File: src/rtl/acc_arb_pkg.sv
// Shared types and widths for the accumulator register-file access arbiter.
package acc_arb_pkg;

  localparam int DW         = 8;
  localparam int AW         = 2;
  localparam int ACC_ADDR_W = 13;

  typedef enum logic [1:0] {
    OP_READ  = 2'b00,
    OP_WRITE = 2'b01,
    OP_ADD   = 2'b10,
    OP_SUB   = 2'b11
  } op_e;

  typedef enum logic [1:0] {
    S_IDLE   = 2'b00,
    S_ACCESS = 2'b01,
    S_WB     = 2'b10,
    S_RESP   = 2'b11
  } state_e;

endpackage

File: src/rtl/acc_access_arbiter_rr_arbiter.sv
// Combinational round-robin picker: the first asserted request at or above
// ptr_i, wrapping around. The pointer register itself belongs to the parent.
module rr_arbiter #(
  parameter int NREQ = 2,
  parameter int PW   = (NREQ > 1) ? $clog2(NREQ) : 1
) (
  input  logic [NREQ-1:0] req_i,
  input  logic [PW-1:0]   ptr_i,
  input  logic            en_i,
  output logic [NREQ-1:0] gnt_o,
  output logic [PW-1:0]   gnt_idx_o
);

  logic [PW-1:0] cand;
  logic          found;

  always_comb begin
    gnt_o     = '0;
    gnt_idx_o = '0;
    cand      = '0;
    found     = 1'b0;
    for (int off = 0; off < NREQ; off++) begin
      cand = PW'((int'(ptr_i) + off) % NREQ);
      if (en_i && !found && req_i[cand]) begin
        found        = 1'b1;
        gnt_o[cand]  = 1'b1;
        gnt_idx_o    = cand;
      end
    end
  end

endmodule

File: src/rtl/acc_access_arbiter.sv
// Shares the 4x8 accumulator register file between NREQ requesters with
// READ/WRITE/ADD/SUB operations. Define ACC_ARB_SAT_EN for saturating ADD/SUB.
module acc_access_arbiter
  import acc_arb_pkg::*;
#(
  parameter int NREQ = 2
) (
  input  logic                  clk,
  input  logic                  rst,
  input  logic [NREQ-1:0]       req_valid,
  output logic [NREQ-1:0]       req_ready,
  input  logic [2*NREQ-1:0]     req_op,
  input  logic [AW*NREQ-1:0]    req_idx,
  input  logic [DW*NREQ-1:0]    req_wdata,
  output logic [NREQ-1:0]       rsp_valid,
  output logic [DW-1:0]         rsp_data,
  output logic                  rsp_flag,
  output logic [ACC_ADDR_W-1:0] acc_addr,
  output logic [DW-1:0]         acc_wdata,
  output logic                  acc_we,
  input  logic [DW-1:0]         acc_rdata,
  output logic                  busy
);

  localparam int PW = (NREQ > 1) ? $clog2(NREQ) : 1;

  state_e                  state_q;
  op_e                     op_q;
  logic [DW-1:0]           wdata_q;
  logic [PW-1:0]           id_q;
  logic [PW-1:0]           ptr_q;
  logic                    flag_q;
  logic [ACC_ADDR_W-1:0]   acc_addr_q;
  logic [DW-1:0]           acc_wdata_q;
  logic                    acc_we_q;
  logic [NREQ-1:0]         rsp_valid_q;
  logic [DW-1:0]           rsp_data_q;
  logic                    rsp_flag_q;

  logic [NREQ-1:0]         gnt;
  logic [PW-1:0]           gnt_idx;
  op_e                     sel_op;
  logic [AW-1:0]           sel_idx;
  logic [DW-1:0]           sel_wdata;
  logic [DW:0]             wide_d;
  logic [DW-1:0]           res_d;
  logic                    flag_d;

  rr_arbiter #(.NREQ(NREQ), .PW(PW)) u_rr (
    .req_i     (req_valid),
    .ptr_i     (ptr_q),
    .en_i      (state_q == S_IDLE),
    .gnt_o     (gnt),
    .gnt_idx_o (gnt_idx)
  );

  assign req_ready = gnt;
  assign sel_op    = op_e'(req_op[int'(gnt_idx)*2 +: 2]);
  assign sel_idx   = req_idx[int'(gnt_idx)*AW +: AW];
  assign sel_wdata = req_wdata[int'(gnt_idx)*DW +: DW];

  // One extra bit on the add/subtract carries the carry-out or borrow.
  always_comb begin
    wide_d = (op_q == OP_SUB) ? ({1'b0, acc_rdata} - {1'b0, wdata_q})
                              : ({1'b0, acc_rdata} + {1'b0, wdata_q});
    flag_d = wide_d[DW];
    res_d  = wide_d[DW-1:0];
`ifdef ACC_ARB_SAT_EN
    if (flag_d) res_d = (op_q == OP_SUB) ? '0 : '1;
`endif
  end

  always_ff @(posedge clk or posedge rst) begin
    if (rst) begin
      state_q     <= S_IDLE;
      op_q        <= OP_READ;
      wdata_q     <= '0;
      id_q        <= '0;
      ptr_q       <= '0;
      flag_q      <= 1'b0;
      acc_addr_q  <= '0;
      acc_wdata_q <= '0;
      acc_we_q    <= 1'b0;
      rsp_valid_q <= '0;
      rsp_data_q  <= '0;
      rsp_flag_q  <= 1'b0;
    end else begin
      rsp_valid_q <= '0;
      case (state_q)
        S_IDLE: begin
          if (|gnt) begin
            op_q        <= sel_op;
            wdata_q     <= sel_wdata;
            id_q        <= gnt_idx;
            ptr_q       <= (int'(gnt_idx) == NREQ - 1) ? '0 : gnt_idx + 1'b1;
            acc_addr_q  <= ACC_ADDR_W'(sel_idx);
            acc_we_q    <= (sel_op == OP_WRITE);
            acc_wdata_q <= (sel_op == OP_WRITE) ? sel_wdata : '0;
            state_q     <= S_ACCESS;
          end
        end
        S_ACCESS: begin
          if (op_q == OP_ADD || op_q == OP_SUB) begin
            acc_we_q    <= 1'b1;
            acc_wdata_q <= res_d;
            flag_q      <= flag_d;
            state_q     <= S_WB;
          end else begin
            acc_we_q    <= 1'b0;
            acc_addr_q  <= '0;
            acc_wdata_q <= '0;
            rsp_valid_q <= NREQ'(1) << id_q;
            rsp_data_q  <= (op_q == OP_WRITE) ? wdata_q : acc_rdata;
            rsp_flag_q  <= 1'b0;
            state_q     <= S_RESP;
          end
        end
        // acc_wdata_q still holds the result being written back this cycle.
        S_WB: begin
          acc_we_q    <= 1'b0;
          acc_addr_q  <= '0;
          acc_wdata_q <= '0;
          rsp_valid_q <= NREQ'(1) << id_q;
          rsp_data_q  <= acc_wdata_q;
          rsp_flag_q  <= flag_q;
          state_q     <= S_RESP;
        end
        S_RESP:  state_q <= S_IDLE;
        default: state_q <= S_IDLE;
      endcase
    end
  end

  assign acc_addr  = acc_addr_q;
  assign acc_wdata = acc_wdata_q;
  assign acc_we    = acc_we_q;
  assign rsp_valid = rsp_valid_q;
  assign rsp_data  = rsp_data_q;
  assign rsp_flag  = rsp_flag_q;
  assign busy      = (state_q != S_IDLE);

endmodule

File: config.mk
export PLATFORM = sky130hd
export DESIGN_NAME = acc_access_arbiter
export DESIGN_NICKNAME = d
export VERILOG_FILES = /design/src/rtl/acc_arb_pkg.sv /design/src/rtl/acc_access_arbiter_rr_arbiter.sv /design/src/rtl/acc_access_arbiter.sv
export SDC_FILE = /design/constraint.sdc
export NUM_CORES = 1
export LEC_CHECK = 0
export BUFFER_PORTS_ARGS = -buffer_cell sky130_fd_sc_hd__clkbuf_2
export CORE_MARGIN = 10
export CORE_UTILIZATION = 49
export CTS_BUF_LIST = sky130_fd_sc_hd__clkbuf_8
export DETAILED_ROUTE_END_ITERATION = 8
export PLACE_DENSITY = 0.8
export SLEW_MARGIN = 5
export SYNTH_ARGS = -nofsm -noshare
export SYNTH_HDL_FRONTEND = slang
export SYNTH_SLANG_ARGS = --single-unit
export TNS_END_PERCENT = 5
File: constraint.sdc
create_clock -name clk -period 2.3 [get_ports clk]
set_input_delay 0.23 -clock clk [delete_from_list [all_inputs] [get_ports clk]]
set_output_delay 0.23 -clock clk [all_outputs]
set_load 0.05 [all_outputs]
==> flow_metrics.py, run 1 <==
metrics = {
    "die": {
        "rows": 26,
        "ios": 72,
        "die-area_mm2": 0.00848,
        "coreArea_mm2": 0.00507,
        "die_x_um": 92.1,
        "start_util_pct": 50.1,
        "die_h_um": 92.1,
    },
    "global_routing": {
        "grt_pass1_vias": 2530,
        "grt_pass1_wl_mm": 12.4,
        "grt_usage_pct": 17.6,
        "antenna_found_initial": 0,
        "grt.overflow.total": 0,
        "grt_max_degree": 38,
    },
    "synth": {
        "synth-main-ff-cell": "dfrtp_1",
        "yosysSeqAreaShare_pct": 36.4,
        "postSynthCellCount": 280,
        "synth_top_cells_by_count": "37 x dfrtp_1, 32 x nand2_1, 30 x o21ai_0, 19 x mux2i_1, 18 x nor2_1",
        "ys_types": 52,
        "yosysWarningCount": 0,
        "synth_top_area_share_pct": 36.4,
        "yosys-top-cells-area": "dfrtp_1 36%, mux2i_1 7.5%, ha_1 6.9%",
        "synth.most_common_cell": "dfrtp_1",
        "yosys.area.top_type": "dfrtp_1",
        "avgSynthCellArea_um2": 9.09,
        "ys_async_sr_fraction_pct": 100,
        "synth_seq_cells": 37,
        "synth-edff-count": 0,
        "synth_area_mm2": 0.00254,
    },
    "timing": {
        "slew_headroom_pct": 62.5,
        "fin_crit_sh_pct": 105,
        "hold_violations": 0,
        "slew_viol_final": 0,
        "rsz0062_at_grt": "yes",
        "setup-violations-final": 5,
        "worstMarginPinSlew_ns": 0.561,
        "layout_setup_ws_ns": -0.118,
        "fmax_mhz": 414,
        "fin_crit_ns": 2.42,
        "fin_skew_ns": 0.0162,
    },
    "critical_path": {
        "endpoint_kind": "flip-flop",
        "crit_slowest_cell": "dfrtp_1",
        "critPathMaxStageDelay_ns": 0.40,
        "path_cells": "buf_4 -> nor3_4 -> a21oi_1 -> xnor2_1 -> ha_1 -> o21ai_0 -> o21ai_0 -> a31oi_1 -> xor2_1 -> a31oi_1",
        "cp.required_ns": 2.47,
        "cp-start-kind": "flip-flop",
        "crit_fanout": 4,
        "crit_type": "flip-flop to flip-flop",
        "critPathArrivalTime_ns": 2.59,
    },
    "routing": {
        "route.met2.wl_mm": 3.87,
        "met3_length_um": 702,
        "drc": 0,
        "wl_met1_mm": 3.42,
        "drtIter0Drc": 329,
        "dr.pass1.iters": 5,
        "vias_per_cell": 5.95,
        "wirelength_mm": 8.34,
        "top_layer_used": "met4",
        "ant_nets": 0,
        "wire_per_inst_um": 19.2,
        "vias": 2582,
    },
    "run": {
        "cap_violations": 0,
    },
    "finish": {
        "fillers": 411,
        "area.growth.synth_to_final_pct": 31.2,
        "drive_gt1_share_pct": 37.9,
        "final_core_util_pct": 65.8,
        "antenna_cells": 0,
        "nets": 414,
    },
    "cts": {
        "tritoncts": "built",
        "htree_levels": 2,
        "numCtsBuffers": 5,
        "root_buffer": "clkbuf_8",
        "clk_latency_ns": 0.31,
        "clockBufferDepth": 2,
        "cts.sinks": 37,
        "path_clk_slew_ns": 0.09,
    },
    "place": {
        "place_hpwl_mm": 5.62,
        "io_buffers": 60,
        "place_congestion": 0.882,
    },
    "outcome": {
        "violations": "setup timing",
        "outcome": "finished, violations left",
    },
    "min_path": {
        "hold_path.class": "input port to async pin",
    },
}
[layout make-up]
cell class / count / area, µm² / area share (%)
multi-input cells: 217 / 1630 / 49.0
flip-flops and latches: 37 / 927 / 27.8
repair buffers: 88 / 514 / 15.4
well taps: 70 / 87.6 / 2.62
clock buffers: 6 / 82.6 / 2.47
inverters: 14 / 55.1 / 1.65
clock inverters: 2 / 37.5 / 1.12
[state kept, by name, indices dropped and copies added, names as in the netlist]
register	flops
op_q	2
flag_q	1
acc_addr	2
acc_wdata	8
id_q	1
acc_we	1
state_q	2
rsp_flag	1
ptr_q	1
rsp_valid	2
rsp_data	8
wdata_q	8
[worst max-delay path, delay by kind of cell (launching register included)]
family	cells	cell delay, ns
XOR/XNOR	2	0.33
adder cells (fa/ha/maj)	1	0.33
buffers and inverters	1	0.16
AND/OR/NAND/NOR	1	0.18
AO/OA/AOI/OAI	5	0.89
flip-flops	1	0.40
[worst paths after layout]
path | startpoint | endpoint | slack (ns) | cells after the start
max | wdata_q[0] | flag_q | -0.12 | 10
min in group clk | req_wdata[0] | acc_wdata[0] | 0.18 | 3
min reg2reg | id_q | rsp_valid[0] | 0.42 | 1
max in group asynchronous | rst | op_q[0] | 1.93 | 3
min | rst | acc_wdata[5] | 0.005 | 3
max reg2reg | wdata_q[0] | flag_q | -0.12 | 10
[layout by cell type, fill, tap and decap left out, types with 7 or more instances in the layout]
cell      netlist  routed
clkbuf_2        1      60
nand3_1         7       7
o21ai_0        30      28
ha_1           14      10
inv_1          11       8
buf_4          11      27
nand2_1        32      31
a21oi_1        10       8
conb_1          1      11
dfrtp_1        37      36
nor2_1         18      17
mux2i_1        19      18
mux2_2          8       8
a31oi_1         8       8
[per-stage QoR]
step	cells	setup slack [ns]	TNS [ns]	hold slack [ns]	cell area, µm²
global placement	416	-0.0380	-0.0380	0.346	2980
floorplan	290	-0.0417	-0.0417	0.334	2590
detailed placement	416	-0.131	-0.306	0.356	2980
finish	434	-0.118	-0.372	0.00543	3340
CTS	429	-0.0576	-0.0576	0.0372	3210
global route	434	-0.280	-0.945	0.0675	3340
[routing by layer]
layer	GRT usage (%)	vias to the layer above
met1	22.2	1232
met5	0	-
met2	27.6	169
li1	-	1146
met3	4.56	35
met4	7.58	0
[cell families after synthesis]
family | count (synthesis) | synth area share [%]
and+or+nand+nor | 75 | 13.2
adders and majority gates | 15 | 7.67
other | 1 | 0.147
xor gates and xnor gates | 11 | 3.79
buffers and inverters | 36 | 7.47
AOI/OAI and AO/OA | 78 | 20.4
DFF | 37 | 36.4
muxes | 27 | 11.0
[timing repair]
item                                    4_1_cts  5_1_grt
resized for setup                            19       17
buffers inserted                              5        5
endpoints found under the setup margin        5        5
pin swaps                                    10       20
hold buffers                                  0        0
Power of run 1 is left out: the tool's default activity adds up to more than one toggle a clock period on the data nets, which glitch-free logic cannot reach.
==> run 2, diff against run 1 <==
CORE_UTILIZATION = 50   (was 49)
PLACE_DENSITY = 0.79   (was 0.8)
SYNTH_HIERARCHICAL = 1   (was default)
clock period = 3 ns   (was 2.3 ns; I/O delays follow)
==> flow_metrics.py, run 2 <==
metrics = {
    "place": {
        "io_buffers": 60,
        "place_hpwl_mm": 4.85,
        "dp_cells": 375,
        "place_congestion": 0.905,
    },
    "finish": {
        "nets": 378,
        "area.growth.synth_to_final_pct": 15.9,
        "final_cells": 383,
        "layout_common_cells": "60 x clkbuf_2, 38 x nand2_1, 37 x dfrtp_1, 28 x o21ai_0, 21 x mux2i_1",
        "drive_gt1_share_pct": 22.8,
        "antenna_cells": 0,
        "final_common_cell": "clkbuf_2",
    },
    "synth": {
        "postSynthCellCount": 269,
        "yosysSeqAreaShare_pct": 38.5,
        "ys_types": 38,
        "yosys.area.top_type": "dfrtp_1",
        "yosys-top-cells-area": "dfrtp_1 39%, mux2i_1 8.8%, ha_1 6.8%",
        "synth_area_mm2": 0.00240,
        "synth_top_area_share_pct": 38.5,
        "avgSynthCellArea_um2": 8.93,
        "synth.most_common_cell": "nand2_1",
        "synth_seq_cells": 37,
        "synth_top_cells_by_count": "38 x nand2_1, 37 x dfrtp_1, 29 x o21ai_0, 21 x a21oi_1, 21 x mux2i_1",
        "ys_async_sr_fraction_pct": 100,
        "yosysWarningCount": 6,
        "synth-edff-count": 0,
        "synth-main-ff-cell": "dfrtp_1",
    },
    "global_routing": {
        "grt_usage_pct": 15.9,
        "grt.overflow.total": 0,
        "grt_max_degree": 38,
        "grt_pass1_wl_mm": 9.80,
        "grt_use_met2_pct": 24.0,
        "antenna_found_initial": 0,
        "grt_pass1_vias": 2078,
        "busiest_layer": "met2",
        "use_met3_pct": 4.47,
        "met1_usage_pct": 20.5,
    },
    "outcome": {
        "outcome": "finished, final reports clean",
    },
    "routing": {
        "wirelength_mm": 6.03,
        "drtIter0Drc": 118,
        "ant_nets": 0,
        "dr.pass1.iters": 4,
        "vias": 2052,
        "wire_per_inst_um": 15.7,
        "drc": 0,
        "vias_per_cell": 5.36,
    },
    "die": {
        "rows": 25,
        "die_x_um": 89.3,
        "die-area_mm2": 0.00798,
        "coreArea_mm2": 0.00469,
        "die_h_um": 89.3,
        "ios": 72,
        "start_util_pct": 51.2,
    },
    "critical_path": {
        "cp-start-kind": "flip-flop",
        "path_cells": "nor3_1 -> nand2_1 -> o21ai_0 -> xor2_1 -> ha_1 -> a21oi_1 -> nand2_1 -> a221oi_1 -> xor2_1 -> o21ai_0",
        "r2r_setup_slack_ns": 0.52,
        "cp.required_ns": 3.18,
        "endpoint_kind": "flip-flop",
        "crit_slowest_cell": "dfrtp_1",
        "crit_fanout": 4,
        "crit_type": "flip-flop to flip-flop",
        "critPathBufInv": 0,
        "critPathMaxStageDelay_ns": 0.42,
        "critPathArrivalTime_ns": 2.67,
        "critPathTopFamily": "compound AO/OA/AOI/OAI gates",
    },
    "cts": {
        "path_clk_slew_ns": 0.08,
        "numCtsBuffers": 5,
        "ctsHoldBuffers": 0,
        "clk_latency_ns": 0.30,
        "post_cts_buffers": 0,
        "clockBufferDepth": 2,
        "root_buffer": "clkbuf_8",
        "cts.sinks": 37,
        "postCtsResizedCells": 0,
        "tritoncts": "built",
        "htree_levels": 2,
    },
    "timing": {
        "hold_violations": 0,
        "fin_crit_ns": 2.48,
        "rsz0062_at_grt": "no",
        "fmax_mhz": 403,
        "slew_headroom_pct": 59.5,
        "fin_skew_ns": 0.00668,
        "setup-violations-final": 0,
        "fin_crit_sh_pct": 82.8,
        "slew_viol_final": 0,
        "worstMarginPinSlew_ns": 0.607,
        "setup_tns_ns": 0,
        "fin_hold_ws_ns": 0.0927,
    },
    "run": {
        "cap_violations": 0,
    },
    "min_path": {
        "hold_path.class": "input port to async pin",
    },
}
[run 2: changes by cell type after synthesis, sizes merged, moves of 5 or more]
cell / previous run / this run
a31oi: 8 / 3
nand2: 32 / 38
mux2: 8 / 1
nand3: 7 / 1
a21oi: 10 / 21
[run 2: per-stage QoR]
| step | instance area, µm² | util, % | worst slack, ns |
|---|---|---|---|
| floorplan | 2440 | - | 0.263 |
| detailed placement | 2700 | 57.6 | 0.548 |
| finish | 2780 | 59.3 | 0.517 |
| global route | 2780 | 59.3 | 0.340 |
| CTS | 2780 | 59.3 | 0.541 |
| global placement | 2700 | 57.6 | 0.643 |
[run 2: worst paths after layout]
check,endpoint,from,depth (start not counted)
setup / recovery,flag_q,wdata_q[4],10
hold / removal,op_q[0],rst,3
setup reg to reg,flag_q,wdata_q[4],10
hold reg to reg,rsp_data[6],rsp_data[6],2
max in group asynchronous,rsp_data[3],rst,3
min in group clk,wdata_q[6],req_wdata[6],3
[run 2: cells by family after synthesis]
kind of cell / after synthesis / synth area share (%)
other: 1 / 0.156
flip-flops: 37 / 38.5
XOR/XNOR: 13 / 4.74
AND/OR/NAND/NOR: 69 / 12.1
AO/OA/AOI/OAI: 80 / 19.9
buffers and inverters: 33 / 7.71
adder cells (fa/ha/maj): 14 / 7.60
multiplexers: 22 / 9.22
[run 2: metal layers]
layer / wire length, µm / vias to the layer above
li1: - / 1042
met1: 2660 / 908
met2: 2700 / 93
met3: 586 / 9
met4: 88 / 0
met5: 0 / -
[run 2: worst register-to-register path, stage by stage (launching register included)]
cell,delay [ns]
dfrtp_1,0.42
nor3_1,0.26
nand2_1,0.11
o21ai_0,0.23
xor2_1,0.18
ha_1,0.30
a21oi_1,0.18
nand2_1,0.08
a221oi_1,0.35
xor2_1,0.17
o21ai_0,0.08
[run 2: final cells by class]
type                            count  area, µm²
Fill cell                         422       1910
Multi-Input combinational cell    209       1330
Sequential cell                    37        926
Timing Repair Buffer               65        338
Clock buffer                        5       68.8
Tap cell                           54       67.6
Inverter                           10       37.5
Clock inverter                      3       13.8
Power of run 2 is left out for the same reason.
==> run 3, diff against run 2 <==
clock period = 2.3 ns   (was 3 ns; I/O delays follow)
==> flow_metrics.py, run 3 (same netlist as run 2, synthesis figures left out) <==
metrics = {
    "finish": {
        "final_common_cell": "clkbuf_2",
        "multiInputGateArea_mm2": 0.00141,
        "drive_gt1_share_pct": 31.7,
        "area.growth.synth_to_final_pct": 27.1,
        "nets": 399,
        "layout_common_cells": "60 x clkbuf_2, 37 x nand2_1, 37 x dfrtp_1, 26 x o21ai_0, 26 x buf_4",
        "fillers": 402,
        "antenna_cells": 0,
        "regArea_um2": 926,
        "final_area_mm2": 0.00305,
    },
    "die": {
        "die_h_um": 89.3,
        "coreArea_mm2": 0.00469,
        "rows": 25,
        "die-area_mm2": 0.00798,
        "die_x_um": 89.3,
        "ios": 72,
        "start_util_pct": 51.2,
    },
    "routing": {
        "wire_per_inst_um": 15.9,
        "drc": 0,
        "drtIter0Drc": 104,
        "vias": 2156,
        "vias_per_cell": 5.34,
        "dr.pass1.iters": 4,
        "wirelength_mm": 6.44,
        "ant_nets": 0,
    },
    "critical_path": {
        "path_depth": 10,
        "crit_slowest_cell": "dfrtp_1",
        "crit_fanout": 4,
        "rr_startpoint": "wdata_q[3]",
        "cp.required_ns": 2.48,
        "path_cells": "nor3_2 -> nand2_2 -> o21ai_2 -> xor2_1 -> ha_1 -> a21oi_2 -> o21ai_0 -> a21oi_1 -> xor2_1 -> o21ai_0",
        "reg2regPathDepth": 10,
        "startpoint": "wdata_q[3]",
        "r2r_setup_slack_ns": -0.002,
        "critPathTopFamily": "compound AO/OA/AOI/OAI gates",
        "endpoint_kind": "flip-flop",
        "crit_end": "acc_wdata[7]",
        "critPathBufInv": 0,
        "critPathArrivalTime_ns": 2.48,
        "critPathMaxStageDelay_ns": 0.41,
        "cp-start-kind": "flip-flop",
        "crit_type": "flip-flop to flip-flop",
        "reg2reg_to": "acc_wdata[7]",
    },
    "global_routing": {
        "grt.overflow.total": 0,
        "grt_max_degree": 38,
        "grt_pass1_wl_mm": 9.82,
        "grt_pass1_vias": 2063,
        "antenna_found_initial": 0,
        "grt_usage_pct": 16.0,
    },
    "cts": {
        "numCtsBuffers": 5,
        "htree_levels": 2,
        "clk_latency_ns": 0.30,
        "path_clk_slew_ns": 0.09,
        "root_buffer": "clkbuf_8",
        "clockBufferDepth": 2,
        "cts.sinks": 37,
        "tritoncts": "built",
    },
    "timing": {
        "rsz0062_at_grt": "yes",
        "fin_hold_ws_ns": -0.000309,
        "hold_violations": 1,
        "slew_viol_final": 0,
        "fin_crit_ns": 2.30,
        "worstMarginPinSlew_ns": 0.547,
        "fmax_mhz": 434,
        "layout_setup_ws_ns": -0.00160,
        "fin_crit_sh_pct": 100,
        "slew_headroom_pct": 63.5,
        "fin_skew_ns": 0.0112,
        "setup-violations-final": 1,
    },
    "min_path": {
        "hold_path.class": "input port to async pin",
    },
    "place": {
        "place_congestion": 0.892,
        "place_area_mm2": 0.00286,
        "place_hpwl_mm": 5.04,
        "io_buffers": 60,
    },
    "run": {
        "cap_violations": 0,
    },
    "outcome": {
        "outcome": "finished, violations left",
        "violations": "hold timing, setup timing",
    },
}
-- run 3: changes by cell type in the layout (fill, tap and decap cells not counted), sizes merged --
cell,previous run,this run
buf,5,26
bufinv,0,1
clkbuf,65,66
clkinv,2,0
clkinvlp,0,1
inv,11,10
-- run 3: worst min path at each step --
stage / start / end / slack (ns) / cells past startpoint
finish: rst / acc_addr[1] / -0.0003 / 3
global route: rst / acc_addr[1] / 0.05 / 3
floorplan: rst / acc_addr[0] / 0.41 / 1
detailed placement: rst / id_q / 0.34 / 3
CTS: rst / rsp_data[3] / 0.02 / 3
global placement: rst / rsp_valid[0] / 0.33 / 3
-- run 3: final cells by class --
class                      instances  area share [%]
timing repair buffer              86            16.2
tap                               54            2.21
multi-input combinational        209            46.1
inverter                          10            1.23
clock inverter                     2            1.23
clock buffer                       6            2.70
sequential                        37            30.3
-- run 3: what timing repair did --
item | in CTS | in global routing
buffers inserted | 0 | 3
endpoints found under the setup margin | 1 | 6
pin swaps | 0 | 10
hold buffers | 0 | 0
gates resized for setup | 3 | 12
-- run 3: worst register-to-register path, stage by stage (launching register included) --
cell     delay (ns)
dfrtp_1        0.41
nor3_2         0.24
nand2_2        0.10
o21ai_2        0.16
xor2_1         0.18
ha_1           0.31
a21oi_2        0.19
o21ai_0        0.11
a21oi_1        0.20
xor2_1         0.20
o21ai_0        0.09
-- run 3: stage by stage --
stage	worst slack (ns)	cells	setup TNS (ns)	utilization [%]
CTS	0.0179	401	0	63.7
detailed placement	-0.118	393	-0.118	60.9
finish	-0.00160	404	-0.00160	65.1
global route	-0.147	404	-0.474	65.1
floorplan	-0.00786	279	-0.00786	-
global placement	0.0378	393	0	60.9
-- run 3: routing by layer --
layer	GRT usage [%]	share of wire, %	routed length, µm
met5	0	0	0
met4	6.79	2.4	154
met3	3.56	7.3	473
met2	24.4	45	2910
met1	21.3	45	2900
Power of run 3 is left out for the same reason.
